### src/rtl/mul_tree_sched.sv
// Round-robin front end that time-shares one external combinational multiplier tree
// among NUM_REQ requesters and returns tagged products through a stallable pipeline.
module mul_tree_sched #(
   parameter  int DATA_LEN    = 8,
   parameter  int NUM_REQ     = 4,
   parameter  int PIPE_STAGES = 2,
   localparam int TAG_W       = $clog2(NUM_REQ),
   localparam int INF_W       = $clog2(PIPE_STAGES + 2)
) (
   input  logic                         clk,
   input  logic                         rst,
   input  logic [NUM_REQ-1:0]           req_valid,
   output logic [NUM_REQ-1:0]           req_ready,
   input  logic [NUM_REQ*DATA_LEN-1:0]  req_op1,
   input  logic [NUM_REQ*DATA_LEN-1:0]  req_op2,
   output logic [DATA_LEN-1:0]          mul_op1,
   output logic [DATA_LEN-1:0]          mul_op2,
   input  logic [2*DATA_LEN-1:0]        mul_prod,
   output logic                         resp_valid,
   input  logic                         resp_ready,
   output logic [TAG_W-1:0]             resp_tag,
   output logic [2*DATA_LEN-1:0]        resp_prod,
   output logic [INF_W-1:0]             inflight
);

   logic                   advance;
   logic                   accept;
   logic                   retire;
   logic                   found;
   logic [NUM_REQ-1:0]     grant;
   logic [TAG_W-1:0]       grant_idx;
   logic [TAG_W-1:0]       cand [NUM_REQ];
   logic [TAG_W-1:0]       ptr;

   logic                   s0_valid;
   logic [TAG_W-1:0]       s0_tag;
   logic [PIPE_STAGES:1]   st_valid;
   logic [TAG_W-1:0]       st_tag  [1:PIPE_STAGES];
   logic [2*DATA_LEN-1:0]  st_prod [1:PIPE_STAGES];

   // A full output stage that is not being taken freezes everything, bubbles included.
   assign advance    = !resp_valid || resp_ready;
   assign req_ready  = grant & {NUM_REQ{advance}};
   assign accept     = found && advance;
   assign retire     = resp_valid && resp_ready;

   assign resp_valid = st_valid[PIPE_STAGES];
   assign resp_tag   = st_tag[PIPE_STAGES];
   assign resp_prod  = st_prod[PIPE_STAGES];

   always_comb begin
      grant     = '0;
      grant_idx = '0;
      found     = 1'b0;
      for (int k = 0; k < NUM_REQ; k++) begin
         if (int'(ptr) + k + 1 >= NUM_REQ)
            cand[k] = TAG_W'(int'(ptr) + k + 1 - NUM_REQ);
         else
            cand[k] = TAG_W'(int'(ptr) + k + 1);
      end
      for (int k = 0; k < NUM_REQ; k++) begin
         if (!found && req_valid[cand[k]]) begin
            found           = 1'b1;
            grant_idx       = cand[k];
            grant[cand[k]]  = 1'b1;
         end
      end
   end

   always_ff @(posedge clk) begin
      if (rst) begin
         ptr      <= TAG_W'(NUM_REQ - 1);
         s0_valid <= 1'b0;
         s0_tag   <= '0;
         mul_op1  <= '0;
         mul_op2  <= '0;
         for (int k = 1; k <= PIPE_STAGES; k++) begin
            st_valid[k] <= 1'b0;
            st_tag[k]   <= '0;
            st_prod[k]  <= '0;
         end
      end else if (advance) begin
         s0_valid <= accept;
         if (accept) begin
            ptr     <= grant_idx;
            s0_tag  <= grant_idx;
            mul_op1 <= req_op1[grant_idx*DATA_LEN +: DATA_LEN];
            mul_op2 <= req_op2[grant_idx*DATA_LEN +: DATA_LEN];
         end
         st_valid[1] <= s0_valid;
         st_tag[1]   <= s0_tag;
         st_prod[1]  <= mul_prod;
         for (int k = 2; k <= PIPE_STAGES; k++) begin
            st_valid[k] <= st_valid[k-1];
            st_tag[k]   <= st_tag[k-1];
            st_prod[k]  <= st_prod[k-1];
         end
      end
   end

   // Bounded by construction: at most one op per stage, so it never exceeds PIPE_STAGES+1.
   always_ff @(posedge clk) begin
      if (rst)
         inflight <= '0;
      else if (accept && !retire)
         inflight <= inflight + INF_W'(1);
      else if (!accept && retire)
         inflight <= inflight - INF_W'(1);
   end

endmodule
### config.mk
export PLATFORM = sky130hd
export DESIGN_NAME = mul_tree_sched
export DESIGN_NICKNAME = d
export VERILOG_FILES = /design/src/rtl/mul_tree_sched.sv
export SDC_FILE = /design/constraint.sdc
export NUM_CORES = 1
export LEC_CHECK = 0
export ABC_AREA = 1
export BUFFER_PORTS_ARGS = -buffer_cell sky130_fd_sc_hd__buf_2
export CAP_MARGIN = 20
export CORE_MARGIN = 10
export CORE_UTILIZATION = 35
export CTS_CLUSTER_DIAMETER = 50
export DETAILED_ROUTE_END_ITERATION = 10
export PLACE_DENSITY_LB_ADDON = 0.08
export SETUP_SLACK_MARGIN = 0.2
export SKIP_CTS_REPAIR_TIMING = 1
export SLEW_MARGIN = 20
export SYNTH_ARGS = -nofsm -noshare
export SYNTH_HDL_FRONTEND = slang
export SYNTH_SLANG_ARGS = --single-unit
export TNS_END_PERCENT = 1
### constraint.sdc
create_clock -name clk -period 3.2 [get_ports clk]
set_input_delay 0.32 -clock clk [delete_from_list [all_inputs] [get_ports clk]]
set_output_delay 0.32 -clock clk [all_outputs]
set_load 0.005 [all_outputs]
* Word level (Yosys, flattened, before mapping)
Memories as Yosys holds them, arrays and structs flattened. Cells that the tools add are included. W data, S select, Z words.
Word-level totals: register bits after elaboration 25, bits in writable memories 36, logic and storage cells 106, memories kept 2
Memory list:
- st_prod | words 2, bits a word 16, read ports 2, clocked after Yosys merged registers in 0, write ports 2, RTL line 39 | logic [2*DATA_LEN-1:0] st_prod [1:PIPE_STAGES];
- st_tag | words 2, bits a word 2, read ports 2, clocked after Yosys merged registers in 0, write ports 2, RTL line 38 | logic [TAG_W-1:0] st_tag [1:PIPE_STAGES];
Operators by class: $add $sub $neg 12, magnitude comparators 12, shift operators 2, multiplexer cells 43, bitwise operators 8, reductions and logical operators 20
Operators with widths (number):
- $shiftx A32 B6 Y8 | 2
- $mux W16 | 2
- $mux W2 | 12
- $mux W1 | 17
- $mux W4 | 4
- $add A3 B1 Y4 const B | 3
- $ge A4 B3 Y1 const B | 3
- $lt A2 B3 Y1 const B | 4
- $or A4 B4 Y4 | 3
- $logic_and A1 B1 Y1 | 11
- $sub A2 B1 Y2 const B | 5
- $bmux W1 S2 | 4
- $demux W1 S2 | 4
- $ge A2 B1 Y1 const B | 4
- $add A2 B2 Y3 const B | 2
- $logic_not A1 Y1 | 6
- $and A4 B4 Y4 | 1
- $or A1 B1 Y1 | 4
- $add A2 B1 Y3 const B | 1
- $ge A3 B3 Y1 const B | 1
- $add A2 B1 Y2 const B | 1
- $reduce_and A2 Y1 | 1
- $reduce_bool A2 Y1 | 1
- $logic_or A1 B1 Y1 | 1

* Longest topological paths before layout
Gate-level depths: netlist (run 1).
depth in word-level cells 20, gate-level depth with buffers 17, mapped depth without buffers 15

* Worst setup path before layout (run 1)
OpenSTA, ideal clock, no wires.
path type flip-flop to flip-flop, from reg ptr[1], to reg inflight[1], library setup time 0.122 ns, arrival 2.591 ns, setup slack 0.487 ns, stages on the path, launching flop included 16, buffers on the path 1, cells stage by stage dfxtp_1 -> inv_1 -> ha_1 -> inv_1 -> nand2_4 -> nand2_4 -> nor2_8 -> nand3_4 -> nand2_1 -> inv_2 -> buf_2 -> ha_1 -> a21oi_1 -> o21ai_0 -> o21ai_0 -> a21oi_1
Between the ends: cells in the longest elaborated chain, start to end 19, elaborated cells between the ends (all ways) 42, those cells by class add/sub (10); order compare (4); mux (17); reduce/logical (11)
RTL lines:
- start, declared | RTL line 33 | logic [TAG_W-1:0] ptr;
- start signal, assigned | RTL line 72 | ptr <= TAG_W'(NUM_REQ - 1);
- start signal, assigned | RTL line 85 | ptr <= grant_idx;
- branches (longest 14 deep; another with $add A3 B1 Y4)
- $mux W1 * | RTL line 62 | if (!found && req_valid[cand[k]]) begin
- $logic_and A1 B1 Y1 * | RTL line 44 | assign accept = found && advance;
- named net accept | RTL line 27 | logic accept;
- $logic_not A1 Y1 | RTL line 107 | else if (!accept && retire)
- $logic_and A1 B1 Y1 | RTL line 107
- $reduce_bool A2 Y1 (no source line)
- end signal, assigned | RTL line 106 | inflight <= inflight + INF_W'(1);
- end signal, assigned | RTL line 108 | inflight <= inflight - INF_W'(1);
- end, declared | RTL line 23 | output logic [INF_W-1:0] inflight
Mark *: on every way through the listed nets, which the timed path passes. The select of a mux whose other input is x is not followed. A chain may end at the register's enable or synchronous reset.

* Worst setup path in the final report (run 1)
from reg ptr[0], to out req_ready[2]
Between the ends: cells in the longest elaborated chain, start to end 16, elaborated cells between the ends (all ways) 63, those cells by class add/sub (10); order compare (12); mux (27); bitwise (4); reduce/logical (10)
RTL lines:
- branches (longest 14 deep; another with $add A3 B1 Y4)
- $mux W4 * | RTL line 62
- $and A4 B4 Y4 * | RTL line 43 | assign req_ready = grant & {NUM_REQ{advance}};
- end, declared | RTL line 13 | output logic [NUM_REQ-1:0] req_ready,
Every way passes the cells marked *. The select of a mux whose other input is x is not followed.

==> results of run 1 <==
[kinds of logic after synthesis]
kind of cell	Yosys count
AO/OA/AOI/OAI	26
adder cells (fa/ha/maj)	9
buffers and inverters	164
flip-flops	61
AND/OR/NAND/NOR	263
[worst max-delay path by stage]
stage / startpoint / to / slack (ns) / depth (start not counted)
6_report: ptr[0] / req_ready[2] / 0.45 / 11
5_1_grt: ptr[0] / mul_op1[5] / 0.25 / 13
4_1_cts: ptr[0] / req_ready[2] / 0.48 / 11
3_5_place_dp: ptr[0] / mul_op1[2] / 0.57 / 13
3_3_place_gp: ptr[0] / mul_op1[2] / 0.60 / 13
2_1_floorplan: ptr[1] / inflight[1] / 0.49 / 15
[sequential cells by signal, summed over array words and instances, names as in the netlist]
name      cells
st_valid      2
s0_valid      1
st_prod      32
mul_op1       8
inflight      2
mul_op2       8
ptr           2
s0_tag        2
st_tag        4
[placed cells by master (no fill, tap or decap), types with 2 or more instances in the layout]
master / synthesis / final
nor2_8: 3 / 3
nor2_1: 72 / 72
o22ai_1: 4 / 4
o211ai_1: 2 / 2
o21ai_0: 5 / 5
a21oi_1: 12 / 12
inv_1: 137 / 137
inv_2: 2 / 2
bufinv_16: 0 / 2
clkinvlp_4: 0 / 2
nand2_2: 8 / 8
nand2_1: 79 / 79
nand3_1: 47 / 47
nand2_4: 4 / 4
ha_1: 9 / 9
buf_2: 9 / 127
nand4_1: 35 / 35
nand3_2: 12 / 12
buf_4: 0 / 8
nand3_4: 2 / 2
edfxtp_1: 36 / 36
clkbuf_8: 0 / 9
dfxtp_1: 25 / 25
[metal layers]
layer  vias up  global-route usage, %  routed length, um
met4         0                   4.67                148
met3        17                   4.86                842
met5         -                      0                  0
li1       1862                      -                  -
met2       103                   23.5               5270
met1      1617                   16.1               4750
[worst max-delay path: cells and delay by family, from the launching register on]
family / cells / cell delay [ns]
AND/OR/NAND/NOR: 6 / 0.80
adder cells (fa/ha/maj): 1 / 0.23
flip-flops: 1 / 0.35
AO/OA/AOI/OAI: 2 / 0.34
buffers and inverters: 2 / 0.35
[cell type report]
type                            count  area share [%]
Multi-Input combinational cell    298            33.3
Sequential cell                    61            32.9
Timing Repair Buffer              135            14.5
Inverter                          141            11.1
Tap cell                          140            3.65
Clock buffer                       10            2.66
Clock inverter                      6            1.82
[stage by stage]
step	cell area, um2	util (%)
2_1_floorplan	3870	-
3_3_place_gp	4590	42.3
3_5_place_dp	4590	42.3
4_1_cts	4800	44.3
5_1_grt	4800	44.3
6_report	4800	44.3
[power groups by stage]
stage	registers, uW	clock network (uW)	logic, uW
global route	1120	817	3470
detailed placement	1110	0	3070
global placement	1110	0	3040
finish	1100	767	3040
CTS	1100	792	3080
floorplan	1130	0	2490
==> summary.txt, run 1 <==
GRT
  – First-pass GRT wire length: approximately 18000 um
  – Vias in the first global route: between 3000 and 4000
  – Antenna violations before repair: 0
  – Grt ovf: 0
  – Largest net degree at the start of global routing: 40
  – Total track usage: 13.9%

Drt
  – Post-detailed-route count of antenna-violating nets: 0
  – Drt wl/cell: between 10 and 15 um
  – Drt pass-1 iters: 4
  – Vias: roughly 3600
  – DRC: 0
  – Vias per inst: 4.55
  – DRT iter0 DRCs: approximately 200
  – Routed wire length: between 10000 and 15000 um

Worst setup path
  – Worst-case reg-to-reg path depth: 13
  – Crit start category: register
  – CP max-delay cell: dfxtp_1
  – RR Startpoint: ptr[0]
  – Setup crit end kind: primary output
  – Cells along the critical path: buf_4, ha_1, nor2_1, nand3_1, nand2_2, nor2_8, nand2_1, nor2_1, a221oi_1, a21oi_1, buf_2
  – Worst endpoint data arrival time: roughly 2.4 ns
  – CP max FO: 11
  – Slowest stage delay, CP: 0.35 ns
  – Reg-to-Reg End: mul_op1[4]
  – WS Path Type: register to primary output
  – R2r setup slk: approximately 0.56 ns
  – Required @ worst endpoint: 2.88 ns
  – CP dominant cell by count: nor2_1

Synth
  – Mapped Avg Cell Area: between 7 and 8 um2
  – Mux cell area share after synthesis: 0%
  – Synth Area in Compound Gates: ~3.8%
  – Cell count after synthesis: 523
  – Top-count cell post-synth: inv_1
  – Simple-Gate Fraction of Synth Area: 34.7%
  – Area share of fa/ha/maj cells after synthesis: 2.91%
  – Area share of the largest cell type after synthesis: 27.9%
  – List of most frequent post-synthesis cells: inv_1, nand2_1, nor2_1
  – Synth warnings: 0
  – Post-Synth XOR/XNOR Area: 0%
  – Most used DFF post-synth: edfxtp_1
  – Mapped Area: 0.00387 mm2
  – Flops & latches, synth: 61
  – Post-Syn Nets: 619
  – Synth top area cells: edfxtp_1, inv_1, dfxtp_1
  – Sequential fraction of the synthesis area: 40.9%
  – Largest family of logic cells by synthesized area: simple AND/OR/NAND/NOR gates
  – Synth cell types: 29
  – Cell taking the most area after synthesis: edfxtp_1
  – Post-synth ARST share: 0%
  – Number of synthesized flops with an enable pin: 36

Placed design
  – HPWL after detailed placement: 8120 um
  – Worst slack at placement: 0.574 ns
  – Cells after DPL: 775
  – Routability cong.: 0.843
  – I/O Buffers: 127

Status
  – Status: complete, no violations

Finish
  – Layout cells sized above 1: 28.1%
  – Fillers: 1160
  – Area taken by multi-input logic gates: 0.00160 mm2
  – Non-filler instance count after layout: approximately 800
  – Fin nets: around 740
  – Register area: 0.00158 mm2
  – Antenna cells: 0
  – P&R area growth vs syn: 24.2%

Clock tree
  – Clock buffer depth: 2
  – Reg clk slew, reported paths: about 0.080 ns
  – CTS sink count: 61
  – H-tree levels: 3
  – TritonCTS clock tree: yes
  – Worst skew pair latency: 0.35 ns
  – CTS Root Cell: clkbuf_8
  – Cts bufs inserted: 9

STA
  – Final worst slack: 0.454 ns
  – Clock Skew: 0.00799 ns
  – Post-layout min period: roughly 2.7 ns
  – Tcrit/Tclk final: a little under nine tenths
  – Final setup viols: 0
  – Final Hold Slack: between 0.2 and 0.3 ns
  – Max Freq: 0.364 GHz
  – RSZ-0062 raised after global routing: no
  – Max Slew Vio Count: 0
  – Setup TNS: 0 ns
  – Worst slew pin tran: 0.643 ns
  – Fin. Hold Viols: 0
  – Slew HR: 57.1%

Die
  – Number of core rows: 38
  – Die Width: roughly 130 um
  – Die Y: 125 um
  – Die area: 0.0157 mm2
  – Top Ports: 128
  – Initial Utilization: 35.7%
  – Core area: 0.0108 mm2

Pwr
  – Pint: 2510 uW
  – P_sw: 2390 uW
  – Clock share of power: between 10% and 20%
  – Net Sw Frac: between 40% and 50%
  – Total power: 4900 uW
  – Maximum VDD drop: 0.607 mV
  – Pwr Density: just over 1000 mW/mm2
  – Leakage power: 0.00279 uW
  – Sequential power share: 22.4%
  – Logic pwr share: 62.0%

Job
  – Max Cap Violations: 0

Worst hold path
  – Hold Crit Start: mul_prod[10]
  – Endpoint of the worst hold path: st_prod[1][10]
  – Worst hold-check path type: primary input to register
  – Hold path depth: 3
Note: power is estimated with default switching activity, not from simulation.
==> inputs of run 2 (changes only) <==
--- a/config.mk
+++ b/config.mk
@@ -9,9 +9,10 @@
 export BUFFER_PORTS_ARGS = -buffer_cell sky130_fd_sc_hd__buf_2
 export CAP_MARGIN = 20
 export CORE_MARGIN = 10
-export CORE_UTILIZATION = 35
+export CORE_UTILIZATION = 26
 export CTS_CLUSTER_DIAMETER = 50
 export DETAILED_ROUTE_END_ITERATION = 10
+export GPL_TIMING_DRIVEN = 0
 export PLACE_DENSITY_LB_ADDON = 0.08
 export SETUP_SLACK_MARGIN = 0.2
 export SKIP_CTS_REPAIR_TIMING = 1
==> summary.txt, run 2 (synthesized netlist as in run 1, its figures left out) <==
Die
  – Initial Utilization: 26.6% (-9.1 points)
  – Top Ports: 128 (unchanged)
  – Die Y: 142 um (+13%)
  – Die area: 0.0202 mm2 (+29%)
  – Core area: 0.0145 mm2 (+34%)
  – Number of core rows: 44 (+16%)
  – Die Width: 142 um (+13%)

GRT
  – Total track usage: 11.9% (-2.1 points)
  – Grt ovf: 0 (unchanged)
  – Largest net degree at the start of global routing: 34 (-15%)
  – Vias in the first global route: 3869 (+5.1%)
  – First-pass GRT wire length: 19300 um (+6.6%)
  – Antenna violations before repair: 0 (unchanged)

STA
  – RSZ-0062 raised after global routing: no
  – Clock Skew: 0.00883 ns (+0.000837 ns)
  – Tcrit/Tclk final: 85.3% (-0.56 points)
  – Post-layout min period: 2.73 ns (-0.0178 ns)
  – Worst slew pin tran: 0.576 ns (-0.0671 ns)
  – Setup TNS: 0 ns (unchanged)
  – Max Freq: 0.367 GHz (+0.65%)
  – Slew HR: 61.6% (+4.5 points)
  – Max Slew Vio Count: 0 (unchanged)
  – Final worst slack: 0.472 ns (+0.0178 ns)
  – Final setup viols: 0 (unchanged)
  – Final Hold Slack: 0.286 ns (+0.0202 ns)
  – Fin. Hold Viols: 0 (unchanged)

Clock tree
  – CTS Root Cell: clkbuf_16
  – CTS sink count: 61 (unchanged)
  – Clock buffer depth: 2 (unchanged)
  – Worst skew pair latency: 0.34 ns (about the same)
  – H-tree levels: 3 (unchanged)
  – Cts bufs inserted: 9 (unchanged)
  – TritonCTS clock tree: yes
  – Reg clk slew, reported paths: 0.05 ns (-0.03 ns)

Finish
  – Largest regs: st_prod (32), mul_op1 (8), mul_op2 (8)
  – Core utilization of the finished layout: 35.4% (-8.9 points)
  – Commonest non-fill, non-tap cell in the layout: inv_1
  – Max FFs per register: 32 (unchanged)
  – Layout cells sized above 1: 30.0% (+1.9 points)
  – Largest Register: st_prod
  – Fillers: 1628 (+40%)
  – Antenna cells: 0 (unchanged)
  – Area taken by multi-input logic gates: 0.00163 mm2 (+1.6%)
  – Fin nets: 760 (+2.4%)
  – Register area: 0.00159 mm2 (+0.32%)
  – P&R area growth vs syn: 33.2%
  – Post-route cell area: 0.00515 mm2 (+7.2%)
  – Commonest cells after routing, fill and taps aside: inv_1, buf_2, nand2_1

Placed design
  – Placed Area: 0.00476 mm2 (+3.7%)
  – I/O Buffers: 127 (unchanged)
  – HPWL after detailed placement: 9370 um (+15%)
  – Routability cong.: 0.801 (-4.9%)
  – Worst slack at placement: -0.105 ns (-0.678 ns)

Worst setup path
  – Required @ worst endpoint: 3.42 ns (+0.54 ns)
  – Setup crit end kind: register
  – WS Path Type: register to register
  – R2r setup slk: 0.47 ns (-0.09 ns)
  – Worst endpoint data arrival time: 2.94 ns (+0.51 ns)
  – Reg-to-Reg End: inflight[1]
  – Crit start category: register
  – CP startpoint: ptr[1]
  – RR Startpoint: ptr[1]
  – CP max FO: 10 (-1)
  – Worst-case reg-to-reg path depth: 16 (+3)

Pwr
  – Net Sw Frac: 45.4% (-3.5 points)
  – P_sw: 2560 uW (+7.2%)
  – Leakage power: 0.00292 uW (+4.8%)
  – Pwr Density: 1100 mW/mm2 (+7.6%)
  – Logic pwr share: 60.1% (-1.9 points)
  – Maximum VDD drop: 0.580 mV (-4.5%)
  – Sequential power share: 19.8% (-2.6 points)
  – Pint: 3090 uW (+23%)
  – Clock share of power: 20.1% (+4.4 points)

Drt
  – Vias: 3607 (+0.22%)
  – Vias per inst: 4.23 (-7.1%)
  – Post-detailed-route count of antenna-violating nets: 0 (unchanged)
  – Drt pass-1 iters: 4 (unchanged)
  – DRC: 0 (unchanged)
  – Routed wire length: 11800 um (+7.5%)
  – Drt wl/cell: 13.9 um (-0.33%)
  – DRT iter0 DRCs: 127 (-35%)

Worst hold path
  – Endpoint of the worst hold path: st_prod[1][7]
  – Worst hold-check path type: primary input to register
  – Hold path depth: 3 (unchanged)
  – Hold Crit Start: mul_prod[7]

Job
  – Max Cap Violations: 0 (unchanged)

Status
  – Status: complete, no violations
-- run 2: cell types whose count changed in the layout (fill, tap and decap cells not counted), moves of 5 or more --
cell and change:
clkbuf_16 +9, clkbuf_8 -9, buf_2 +8, buf_6 +5
buf_4 -6, clkbuf_1 +6
-- run 2: area by class of cell --
class / count / share of cell area (%)
Timing Repair Buffer: 130 / 13.0
Clock buffer: 9 / 4.37
Tap cell: 184 / 4.47
Sequential cell: 61 / 30.8
Inverter: 141 / 10.4
Buffer: 23 / 2.99
Clock inverter: 7 / 2.36
Multi-Input combinational cell: 298 / 31.6
-- run 2: worst max-delay path by stage --
stage                       end  depth (start not counted)
global placement    inflight[1]                         15
global route        inflight[1]                         16
floorplan           inflight[1]                         15
detailed placement  inflight[1]                         15
finish              inflight[1]                         16
CTS                 inflight[1]                         15
-- run 2: worst max-delay path: stages, from the launching register on --
cell and delay, ns:
dfxtp_4 0.42, inv_1 0.16, ha_1 0.25, inv_1 0.10, nand2_1 0.09, nand2_2 0.09
nand2_2 0.10, nor2_8 0.15, nand3_4 0.10, nand2_4 0.10, inv_4 0.07, clkbuf_4 0.20
ha_1 0.34, a21oi_1 0.11, o21ai_0 0.11, o21ai_0 0.16, a21oi_1 0.06
-- run 2: metrics by stage --
step                power [uW]  instances
global placement          4490        834
floorplan                 3610        523
finish                    5650        853
detailed placement        4530        835
global route              6240        853
CTS                       5700        851
-- run 2: power by group through the flow --
stage               Sequential, uW  Clock (uW)  Combinational [uW]
finish                        1120        1130                3400
global route                  1140        1210                3890
CTS                           1120        1170                3410
detailed placement            1130           0                3400
global placement              1130           0                3360
floorplan                     1130           0                2490
-- run 2: metal layers --
metal  track usage (%)  vias to the layer above  wire length (um)
li1                  -                     1907                 -
met1              14.9                     1585              5600
met2              17.8                      103              5090
met3              5.07                       12               984
met4              3.98                        0               152
met5                 0                        -                 0
